`src/rtl/bin_to_bcd_seq.sv`:
```
// bin_to_bcd_seq: sequential binary-to-BCD converter (shift-add-3 / double-dabble).
// Converts one input bit per clock, BIN_W cycles per conversion, with a
// start/busy/done handshake. bcd_out feeds per-digit 7-segment decoders and is
// only updated on the done edge, so the display never shows partial results.
//
// Optional feature macro: LEADING_ZERO_BLANK_EN
//   defined   -> digits above the most significant non-zero digit read 4'hF
//                (blanked by the decoder's default); digit 0 is never blanked.
//   undefined -> raw BCD with leading zeros.
//
// state  | meaning
// -------+-----------------------------------------------------------
// IDLE   | waiting for start; bcd_out holds the last result
// SHIFT  | add-3 correction then shift, one bit per clock
// DONE   | single cycle with done=1 right after bcd_out updated

module bin_to_bcd_seq #(
  parameter int BIN_W  = 10,
  parameter int DIGITS = 4
) (
  input  logic                  clk,
  input  logic                  rst_n,
  input  logic                  start,
  input  logic [BIN_W-1:0]      bin_in,
  output logic                  busy,
  output logic                  done,
  output logic [4*DIGITS-1:0]   bcd_out
);

  localparam int BCD_W = 4 * DIGITS;
  localparam int CNT_W = $clog2(BIN_W + 1);

  function automatic longint pow10(input int n);
    longint p;
    p = 1;
    for (int i = 0; i < n; i++) p = p * 10;
    return p;
  endfunction

  localparam longint MAX_BIN = (longint'(1) << BIN_W) - 1;
  localparam longint MAX_BCD = pow10(DIGITS);

  // DIGITS must be large enough to hold the largest binary input.
  if (MAX_BCD <= MAX_BIN) begin : g_size_check
    $error("bin_to_bcd_seq: DIGITS=%0d too small for BIN_W=%0d", DIGITS, BIN_W);
  end

`ifdef LEADING_ZERO_BLANK_EN
  localparam logic [BCD_W-1:0] RST_BCD = {{(BCD_W-4){1'b1}}, 4'h0};
`else
  localparam logic [BCD_W-1:0] RST_BCD = '0;
`endif

  typedef enum logic [1:0] {
    S_IDLE  = 2'd0,
    S_SHIFT = 2'd1,
    S_DONE  = 2'd2
  } state_t;

  state_t             state;
  state_t             state_nxt;

  logic [BIN_W-1:0]   shift_reg;
  logic [BCD_W-1:0]   scratch;
  logic [CNT_W-1:0]   cnt;

  logic [BCD_W-1:0]   scratch_adj;
  logic [BCD_W-1:0]   scratch_shf;
  logic [BIN_W-1:0]   shift_shf;
  logic [BCD_W-1:0]   final_bcd;

  logic               capture;
  logic               last_shift;
  logic               busy_nxt;
  logic               done_nxt;

  // Replace every digit above the most significant non-zero digit with 4'hF.
  function automatic logic [BCD_W-1:0] blank_lead(input logic [BCD_W-1:0] v);
    logic             seen;
    logic [BCD_W-1:0] r;
    seen = 1'b0;
    r    = v;
    for (int i = DIGITS - 1; i > 0; i--) begin
      if (v[4*i +: 4] != 4'd0) seen = 1'b1;
      if (!seen) r[4*i +: 4] = 4'hF;
    end
    return r;
  endfunction

  // State register.
  always_ff @(posedge clk or negedge rst_n) begin
    if (!rst_n) begin
      state <= S_IDLE;
    end else begin
      state <= state_nxt;
    end
  end

  // Next-state logic.
  always_comb begin
    state_nxt = state;
    case (state)
      S_IDLE:  if (start) state_nxt = S_SHIFT;
      S_SHIFT: if (cnt == CNT_W'(1)) state_nxt = S_DONE;
      S_DONE:  state_nxt = S_IDLE;
      default: state_nxt = S_IDLE;
    endcase
  end

  // Output/control decode; busy and done are registered from the next state,
  // which keeps them mutually exclusive by construction.
  always_comb begin
    capture    = (state == S_IDLE) && start;
    last_shift = (state == S_SHIFT) && (cnt == CNT_W'(1));
    busy_nxt   = (state_nxt == S_SHIFT);
    done_nxt   = (state_nxt == S_DONE);
  end

  // Per-digit add-3 correction, then one-bit left shift of {scratch, shift_reg}.
  always_comb begin
    scratch_adj = scratch;
    for (int i = 0; i < DIGITS; i++) begin
      if (scratch[4*i +: 4] >= 4'd5) scratch_adj[4*i +: 4] = scratch[4*i +: 4] + 4'd3;
    end
    {scratch_shf, shift_shf} = {scratch_adj[BCD_W-2:0], shift_reg, 1'b0};
`ifdef LEADING_ZERO_BLANK_EN
    final_bcd = blank_lead(scratch_shf);
`else
    final_bcd = scratch_shf;
`endif
  end

  // Datapath registers: capture on start, shift during SHIFT, publish on the last shift.
  always_ff @(posedge clk or negedge rst_n) begin
    if (!rst_n) begin
      shift_reg <= '0;
      scratch   <= '0;
      cnt       <= '0;
      bcd_out   <= RST_BCD;
    end else if (capture) begin
      shift_reg <= bin_in;
      scratch   <= '0;
      cnt       <= CNT_W'(BIN_W);
    end else if (state == S_SHIFT) begin
      shift_reg <= shift_shf;
      scratch   <= scratch_shf;
      cnt       <= cnt - CNT_W'(1);
      if (last_shift) bcd_out <= final_bcd;
    end
  end

  // Registered handshake outputs.
  always_ff @(posedge clk or negedge rst_n) begin
    if (!rst_n) begin
      busy <= 1'b0;
      done <= 1'b0;
    end else begin
      busy <= busy_nxt;
      done <= done_nxt;
    end
  end

endmodule
```
`config.mk`:
```
export PLATFORM = sky130hd
export DESIGN_NAME = bin_to_bcd_seq
export DESIGN_NICKNAME = d
export VERILOG_FILES = /design/src/rtl/bin_to_bcd_seq.sv
export SDC_FILE = /design/constraint.sdc
export NUM_CORES = 1
export LEC_CHECK = 0
export ABC_CLOCK_PERIOD_IN_PS = 2150
export BUFFER_PORTS_ARGS = -buffer_cell sky130_fd_sc_hd__buf_2
export CELL_PAD_IN_SITES_DETAIL_PLACEMENT = 0
export CELL_PAD_IN_SITES_GLOBAL_PLACEMENT = 1
export CORE_ASPECT_RATIO = 1.4
export CORE_MARGIN = 5
export CORE_UTILIZATION = 45
export DETAILED_ROUTE_END_ITERATION = 10
export GPL_TIMING_DRIVEN = 0
export PLACE_DENSITY_LB_ADDON = 0.1
export SLEW_MARGIN = 0
export SYNTH_ARGS = -nofsm -noshare
export SYNTH_HDL_FRONTEND = slang
export SYNTH_SLANG_ARGS = --single-unit
```
`constraint.sdc`:
```
create_clock -name clk -period 2.15 [get_ports clk]
set_input_delay 0.3225 -clock clk [delete_from_list [all_inputs] [get_ports clk]]
set_output_delay 0.3225 -clock clk [all_outputs]
set_load 0.1 [all_outputs]
```
* After elaboration in Yosys (flattened, before gate mapping)
Cells that the tools add are included.
** Word-level totals
- Output and inout bits :: 18
- Word-level logic and storage cells :: 39
- Bits in registers :: 50
- Input port bits :: 13
** Cells by class
- $lt $le $gt $ge :: 4
- Bitwise gates (word level) :: 1
- Add/sub/neg operators :: 5
- Mux-type cells :: 13
- Eq/ne operators :: 4
- Reduce and logical (&&, ||, !) cells :: 5
** Operators with widths (count)
- $mux W16 :: 2
- $mux W10 :: 2
- $mux W4 :: 5
- $ge A4 B3 Y1 const B :: 4
- $add A4 B2 Y4 const B :: 3
- $eq A2 B1 Y1 const B :: 2
- $eq A4 B1 Y1 const B :: 1
- $mux W2 :: 2
- $pmux W2 S2 :: 1
- $sub A4 B1 Y4 const B :: 1
- $add A3 B2 Y3 const B :: 1
- $mux W3 :: 1
- $reduce_and A3 Y1 :: 1
- $eq A2 B2 Y1 const B :: 1
- $logic_and A1 B1 Y1 :: 2
- $logic_not A2 Y1 :: 1
- $reduce_bool A2 Y1 :: 1
- $not A1 Y1 :: 1

* Depth between registers and ports, before layout
Gate-level depths: netlist (run 1).
- Word-level depth :: 4
- Mapped depth :: 7
- Gate-level depth less buffers :: 6

* Worst setup path after synthesis (run 1)
OpenSTA, ideal clock, no wires.
- Path type :: register -> register
- Start point :: register cnt[1]
- End point :: register bcd_out[10]
- Library setup time :: 0.126 ns
- Buffers on the path :: 0
- Setup slack :: 0.646 ns
- Data arrival time :: 1.377 ns
- Required time :: 2.024 ns
- Clock period less this slack :: 1.504 ns
- Stages on the path, launching flop included :: 7
- Cell sequence :: dfrtp_1 -> inv_1 -> ha_1 -> nor3b_4 -> nand2_8 -> inv_8 -> mux2_4
** Between the ends
- Cells in the longest elaborated chain, start to end :: 3
** Ends and longest elaborated chain
- start, declared :: line 65 : logic [CNT_W-1:0] cnt;
- start signal, assigned :: line 143 : cnt <= CNT_W'(BIN_W);
- start signal, assigned :: line 147 : cnt <= cnt - CNT_W'(1);
- $eq A4 B1 Y1 :: line 114 : last_shift = (state == S_SHIFT) && (cnt == CNT_W'(1));
- $logic_and A1 B1 Y1 :: line 114
- $reduce_and A3 Y1 (no source line)
- end signal, assigned :: line 148 : if (last_shift) bcd_out <= final_bcd;
- end, declared :: line 27 : output logic [4*DIGITS-1:0] bcd_out
No other way between the ends.
A chain may end at the register's enable or synchronous reset.

* Worst setup path in the final report (run 1)
- Start point :: register cnt[1]
- End point :: register bcd_out[13]
The elaborated chain is that of the path after synthesis.

==> results of run 1 <==
-- synth_stat cells (5+ instances only) --
cell,instances,share of area [%]
buf_2,5,1.0
nor3_1,5,1.0
o21ai_0,29,5.8
inv_1,12,1.8
ha_1,10,5.0
dfrtp_1,50,50
a21oi_1,20,4.0
nand2_1,20,3.0
nor2b_1,12,3.0
a22o_1,8,2.8
nor3b_1,7,2.1
a22oi_1,10,3.0
mux2_4,8,4.8
nand2b_1,5,1.3
-- area by class of cell --
class | count | area [um2] | share of cell area, %
flip-flops and latches | 50 | 1250 | 44.4
multi-input cells | 161 | 1120 | 39.6
inverters | 13 | 56.3 | 2.00
clock buffers | 6 | 82.6 | 2.93
repair buffers | 30 | 150 | 5.33
well taps | 68 | 85.1 | 3.02
clock inverters | 2 | 12.5 | 0.444
plain buffers | 11 | 62.6 | 2.22
-- metrics by stage --
step | cell area [um2] | hold WS [ps] | setup slack, ps | cells | util [%]
2_1_floorplan | 2490 | 26.9 | 646 | 235 | -
3_3_place_gp | 2720 | 458 | 495 | 333 | 50.0
3_5_place_dp | 2720 | 465 | 479 | 333 | 50.0
4_1_cts | 2820 | 272 | 467 | 341 | 51.7
5_1_grt | 2820 | 307 | 407 | 341 | 51.7
6_report | 2820 | 226 | 493 | 341 | 51.7
-- worst register-to-register path, stage by stage (launching register included) --
cell and delay, ps:
dfrtp_1 380, inv_1 100, ha_1 160, nor3b_4 330, nand2_8 160, inv_8 140, mux2_4 300
-- routing by layer --
metal  part of all wire, %  up-vias  GRT usage, %
met1                    47      866          20.9
li1                      -      896             -
met5                     0        -             0
met3                   3.9        5          3.60
met2                    48       28          24.2
met4                   1.3        0          4.26
-- final timing paths --
| path | endpoint | slack (ps) | depth (start not counted) |
|---|---|---|---|
| worst max-delay path | bcd_out[13] | 490 | 6 |
| worst min-delay path | scratch[6] | 230 | 1 |
| worst max register to register | bcd_out[13] | 490 | 6 |
| worst min register to register | bcd_out[3] | 480 | 2 |
| max in group asynchronous | shift_reg[2] | 1230 | 1 |
| min in group clk | shift_reg[6] | 300 | 3 |
-- cells by family after synthesis --
family,Yosys count,share of synthesized area (%)
buf+inv,24,4.78
simple gates,60,14.0
mux,11,6.04
xor+xnor,4,1.41
flops,50,50.3
fa+ha+maj,10,5.03
compound gates,76,18.4
==> impl_metrics.toml, run 1 <==
[status]
status = "finished, final reports clean"

[clock_network]
cts-resized-gates = 0
htreeDepth = 2
cts_tree = "yes"
clk_path_buf_depth = 2
cts.sinks = 50
insertion_delay_ps = 310
postCtsSetupBuffers = 0
cts_root_buf = "clkbuf_8"
numCtsBuffers = 5
cts.clk_slew.worst_paths_ps = 100
ctsHoldBuffers = 0

[layout]
drive_above_1_share_pct = 22.3
area_growth_pct = 13.3
num_antenna_cells = 0
layout_commonest_cell = "dfrtp_1"
fin_nets = 295
fill_cells = 538
final_cell_mix = "dfrtp_1, buf_2, o21ai_0"

[worst_setup_path]
cp-end-kind = "register"
cpPeakStageDelay_ps = 380
crit_required_ps = 2350
crit_buf_inv = 2
crit_fanout = 10
critPathLaunch = "cnt[1]"
crit_type = "reg2reg"
critical_path.top_delay_family = "simple AND/OR/NAND/NOR gates"
startpoint_type = "register"
critical-path-slowest-cell = "dfrtp_1"
r2r_start = "cnt[1]"
crit_arrival_ps = 1860
path_cells = "inv_1, ha_1, nor3b_4, nand2_8, inv_8, mux2_4"

[synth]
synth_warnings = 0
synth.avg_cell_area_um2 = 10.6
netlist_area_um2 = 2490
syn-num-nets = 258
synth_ff_type = "dfrtp_1"
synthArstFlopShare_pct = 100
syn_inst = 235
synth_seq_area_share_pct = 50.3
synth_seq_cells = 50
ys_types = 30
synth_edf_count = 0

[global_route]
antenna_found_initial = 0
overflow = 0
grt_pass1_wl_um = 8540
grt_max_degree = 51
grtUsageTotal_pct = 15.3
grt_pass1_vias = 1714

[floorplanning]
die-area_um2 = 7130
die_w_um = 72.8
die_h_um = 97.9
io_pins = 31
rows = 32
initial_core_util_pct = 45.7
core_um2 = 5450

[sta]
setup_tns_ps = 0
layout_min_cycle_time_ps = 1660
report.final.slew_viol_count = 0
rsz0062_at_grt = "no"
hold_violations = 0
relSlewSlack_pct = 25.0
finalSetupViolCount = 0
clock_skew_ps = 10.2
tightest_slew_ps = 1120
period_share_pct = 77.1
max_freq_mhz = 603

[run]
drv_cap = 0

[routing]
dr_total_vias = 1795
wirelength_um = 5100
first_pass_iters = 4
post_drt_wl_per_cell_um = 14.9
drcViolationCount = 0
ant_nets = 0
routed_via_density = 5.26
drt-initial-drc-count = 66

[placement]
dpl.hpwl_um = 3520
portBuffers = 30
place_congestion = 0.703

[min_path]
min_path_type = "in2async"
Power of run 1 is left out: the tool's default activity adds up to more than one toggle a clock period on the data nets, which glitch-free logic cannot reach.
==> run 2, diff against run 1 <==
ABC_AREA = 1   (was not set)
ABC_CLOCK_PERIOD_IN_PS = 1350   (was 2150)
CORE_UTILIZATION = 39   (was 45)
clock period = 1.35 ns   (was 2.15 ns; I/O delays follow)
==> impl_metrics.toml, run 2 <==
[status]
status = "finished, final reports clean"

[worst_setup_path]
crit_buf_inv = 1
path_cells = "buf_2"
startpoint_type = "register"
crit_required_ps = 1150
cp.depth = 1
cp-end-kind = "output port"
crit_arrival_ps = 1090
critical-path-slowest-cell = "buf_2"
crit_fanout = 2
r2r_cells = 8
cpPeakStageDelay_ps = 430
crit_type = "reg2out"
critical_path.top_delay_family = "buffers and inverters"

[placement]
portBuffers = 30
dp.cells = 397
place_congestion = 0.810
dpl.hpwl_um = 3850

[clock_network]
cts_tree = "yes"
cts.clk_slew.worst_paths_ps = 90
insertion_delay_ps = 300
cts.sinks = 50
numCtsBuffers = 5
cts_root_buf = "clkbuf_8"
htreeDepth = 2
clk_path_buf_depth = 2

[layout]
layout_commonest_cell = "nand2_1"
area_growth_pct = 21.7
final_cell_mix = "nand2_1, dfrtp_1, nand3_1"
num_antenna_cells = 0
stdcell_count = 418
drive_above_1_share_pct = 24.6
fin_nets = 369

[synth]
synthTopCellsByArea = "dfrtp_1, nand2_1, nand3_1"
synth_edf_count = 0
synth_top_area_share_pct = 50.9
synth_common_cells = "nand2_1, dfrtp_1, nand3_1"
syn_inst = 295
synth.most_common_cell = "nand2_1"
synth_adder_area_share_pct = 5.09
synth-simple-area-share_pct = 32.1
netlist_area_um2 = 2460
synth_top_family_by_area = "simple AND/OR/NAND/NOR gates"
syn-num-nets = 318
synthArstFlopShare_pct = 100
synthXorXnorAreaFrac_pct = 0.356
synth.avg_cell_area_um2 = 8.33
synth_seq_area_share_pct = 50.9
synth_warnings = 0
synth_compound_area_share_pct = 4.28
synth_mux_area_share_pct = 0
synth_ff_type = "dfrtp_1"
synth_top_area_cell = "dfrtp_1"
synth_seq_cells = 50
ys_types = 21

[routing]
wirelength_um = 5670
wl_met3_um = 206
met1Wirelength_um = 2430
post_drt_wl_per_cell_um = 13.6
routed_via_density = 4.89
first_pass_iters = 4
dr_total_vias = 2043
drcViolationCount = 0
wl_met2_um = 2920
ant_nets = 0
highest_layer = "met4"
drt-initial-drc-count = 62

[floorplanning]
core_um2 = 6170
die_h_um = 104
die-area_um2 = 8010
initial_core_util_pct = 39.8
rows = 34
io_pins = 31
die_w_um = 77.1

[sta]
max_freq_mhz = 771
relSlewSlack_pct = 24.2
clock_skew_ps = 12.0
hold_violations = 0
report.final.slew_viol_count = 0
finalSetupViolCount = 0
layout_min_cycle_time_ps = 1300
period_share_pct = 96.1
tightest_slew_ps = 1140

[min_path]
min_path_type = "in2reg"
whs_path_depth = 3

[global_route]
antenna_found_initial = 0
grt_pass1_vias = 2102
grt_max_degree = 51
overflow = 0
grt_pass1_wl_um = 9620
grtUsageTotal_pct = 14.7

[run]
drv_cap = 0
run 2: cell count changes after synthesis, moves of 7 or more:
cell / previous run / this run
nand3_1: 4 / 40
nand4_1: 0 / 9
a22oi_1: 10 / 0
nor3b_1: 7 / 0
mux2_4: 8 / 0
nand2_1: 20 / 119
o21ai_0: 29 / 13
a22o_1: 8 / 0
inv_1: 12 / 26
nor2b_1: 12 / 0
a21oi_1: 20 / 1
run 2: worst paths after layout:
kind,from,endpoint,slack (ps)
setup reg to reg,cnt[1],bcd_out[8],50
max in group asynchronous,rst_n,shift_reg[0],530
hold reg to reg,bcd_out[0],bcd_out[0],470
min in group asynchronous,rst_n,scratch[6],120
setup / recovery,bcd_out[10],bcd_out[10],50
hold / removal,bin_in[0],shift_reg[0],110
run 2: what timing repair did:
action	4_1_cts	5_1_grt
gates resized for setup	6	24
endpoints found under the setup margin	22	40
gates cloned	0	2
pin swaps	2	4
setup buffers	5	7
hold buffers	0	0
run 2: worst reg2reg max path, stage by stage (launching register included):
cell       delay, ps
dfrtp_1          400
inv_2             90
ha_4             130
nand3_4           90
nor2_8           170
inv_8             60
clkbuf_16        150
nand2_1           50
nand2_1           40
run 2: per-layer routing:
metal,vias up,global-route usage (%)
met4,0,5.28
met5,-,0
li1,1048,-
met3,10,3.21
met2,30,25.3
met1,955,17.7
run 2: cells by family (layout without fill, tap and decap cells):
logic type	Yosys count	after routing
adder cells (fa/ha/maj)	10	10
XOR/XNOR	1	1
AO/OA/AOI/OAI	19	19
buffers and inverters	36	87
AND/OR/NAND/NOR	179	179
flip-flops	50	50
run 2: area by class of cell:
type / instances / area [um2]
Clock buffer: 7 / 76.3
Timing Repair Buffer: 43 / 270
Inverter: 29 / 119
Multi-Input combinational cell: 209 / 1110
Buffer: 7 / 63.8
Sequential cell: 50 / 1250
Timing Repair inverter: 1 / 6.26
Tap cell: 72 / 90.1
Fill cell: 638 / 3180
run 2: per-stage QoR:
stage	util (%)	TNS (ps)	instance area (um2)	setup slack (ps)	hold WS (ps)
global route	48.5	-8.49	2990	-8.49	105
CTS	45.9	0	2830	4.50	103
floorplan	-	0	2460	42.4	-93.1
global placement	43.7	-1640	2700	-149	406
detailed placement	43.7	-1540	2700	-138	419
finish	48.5	0	2990	52.6	110
Power of run 2 is left out for the same reason.
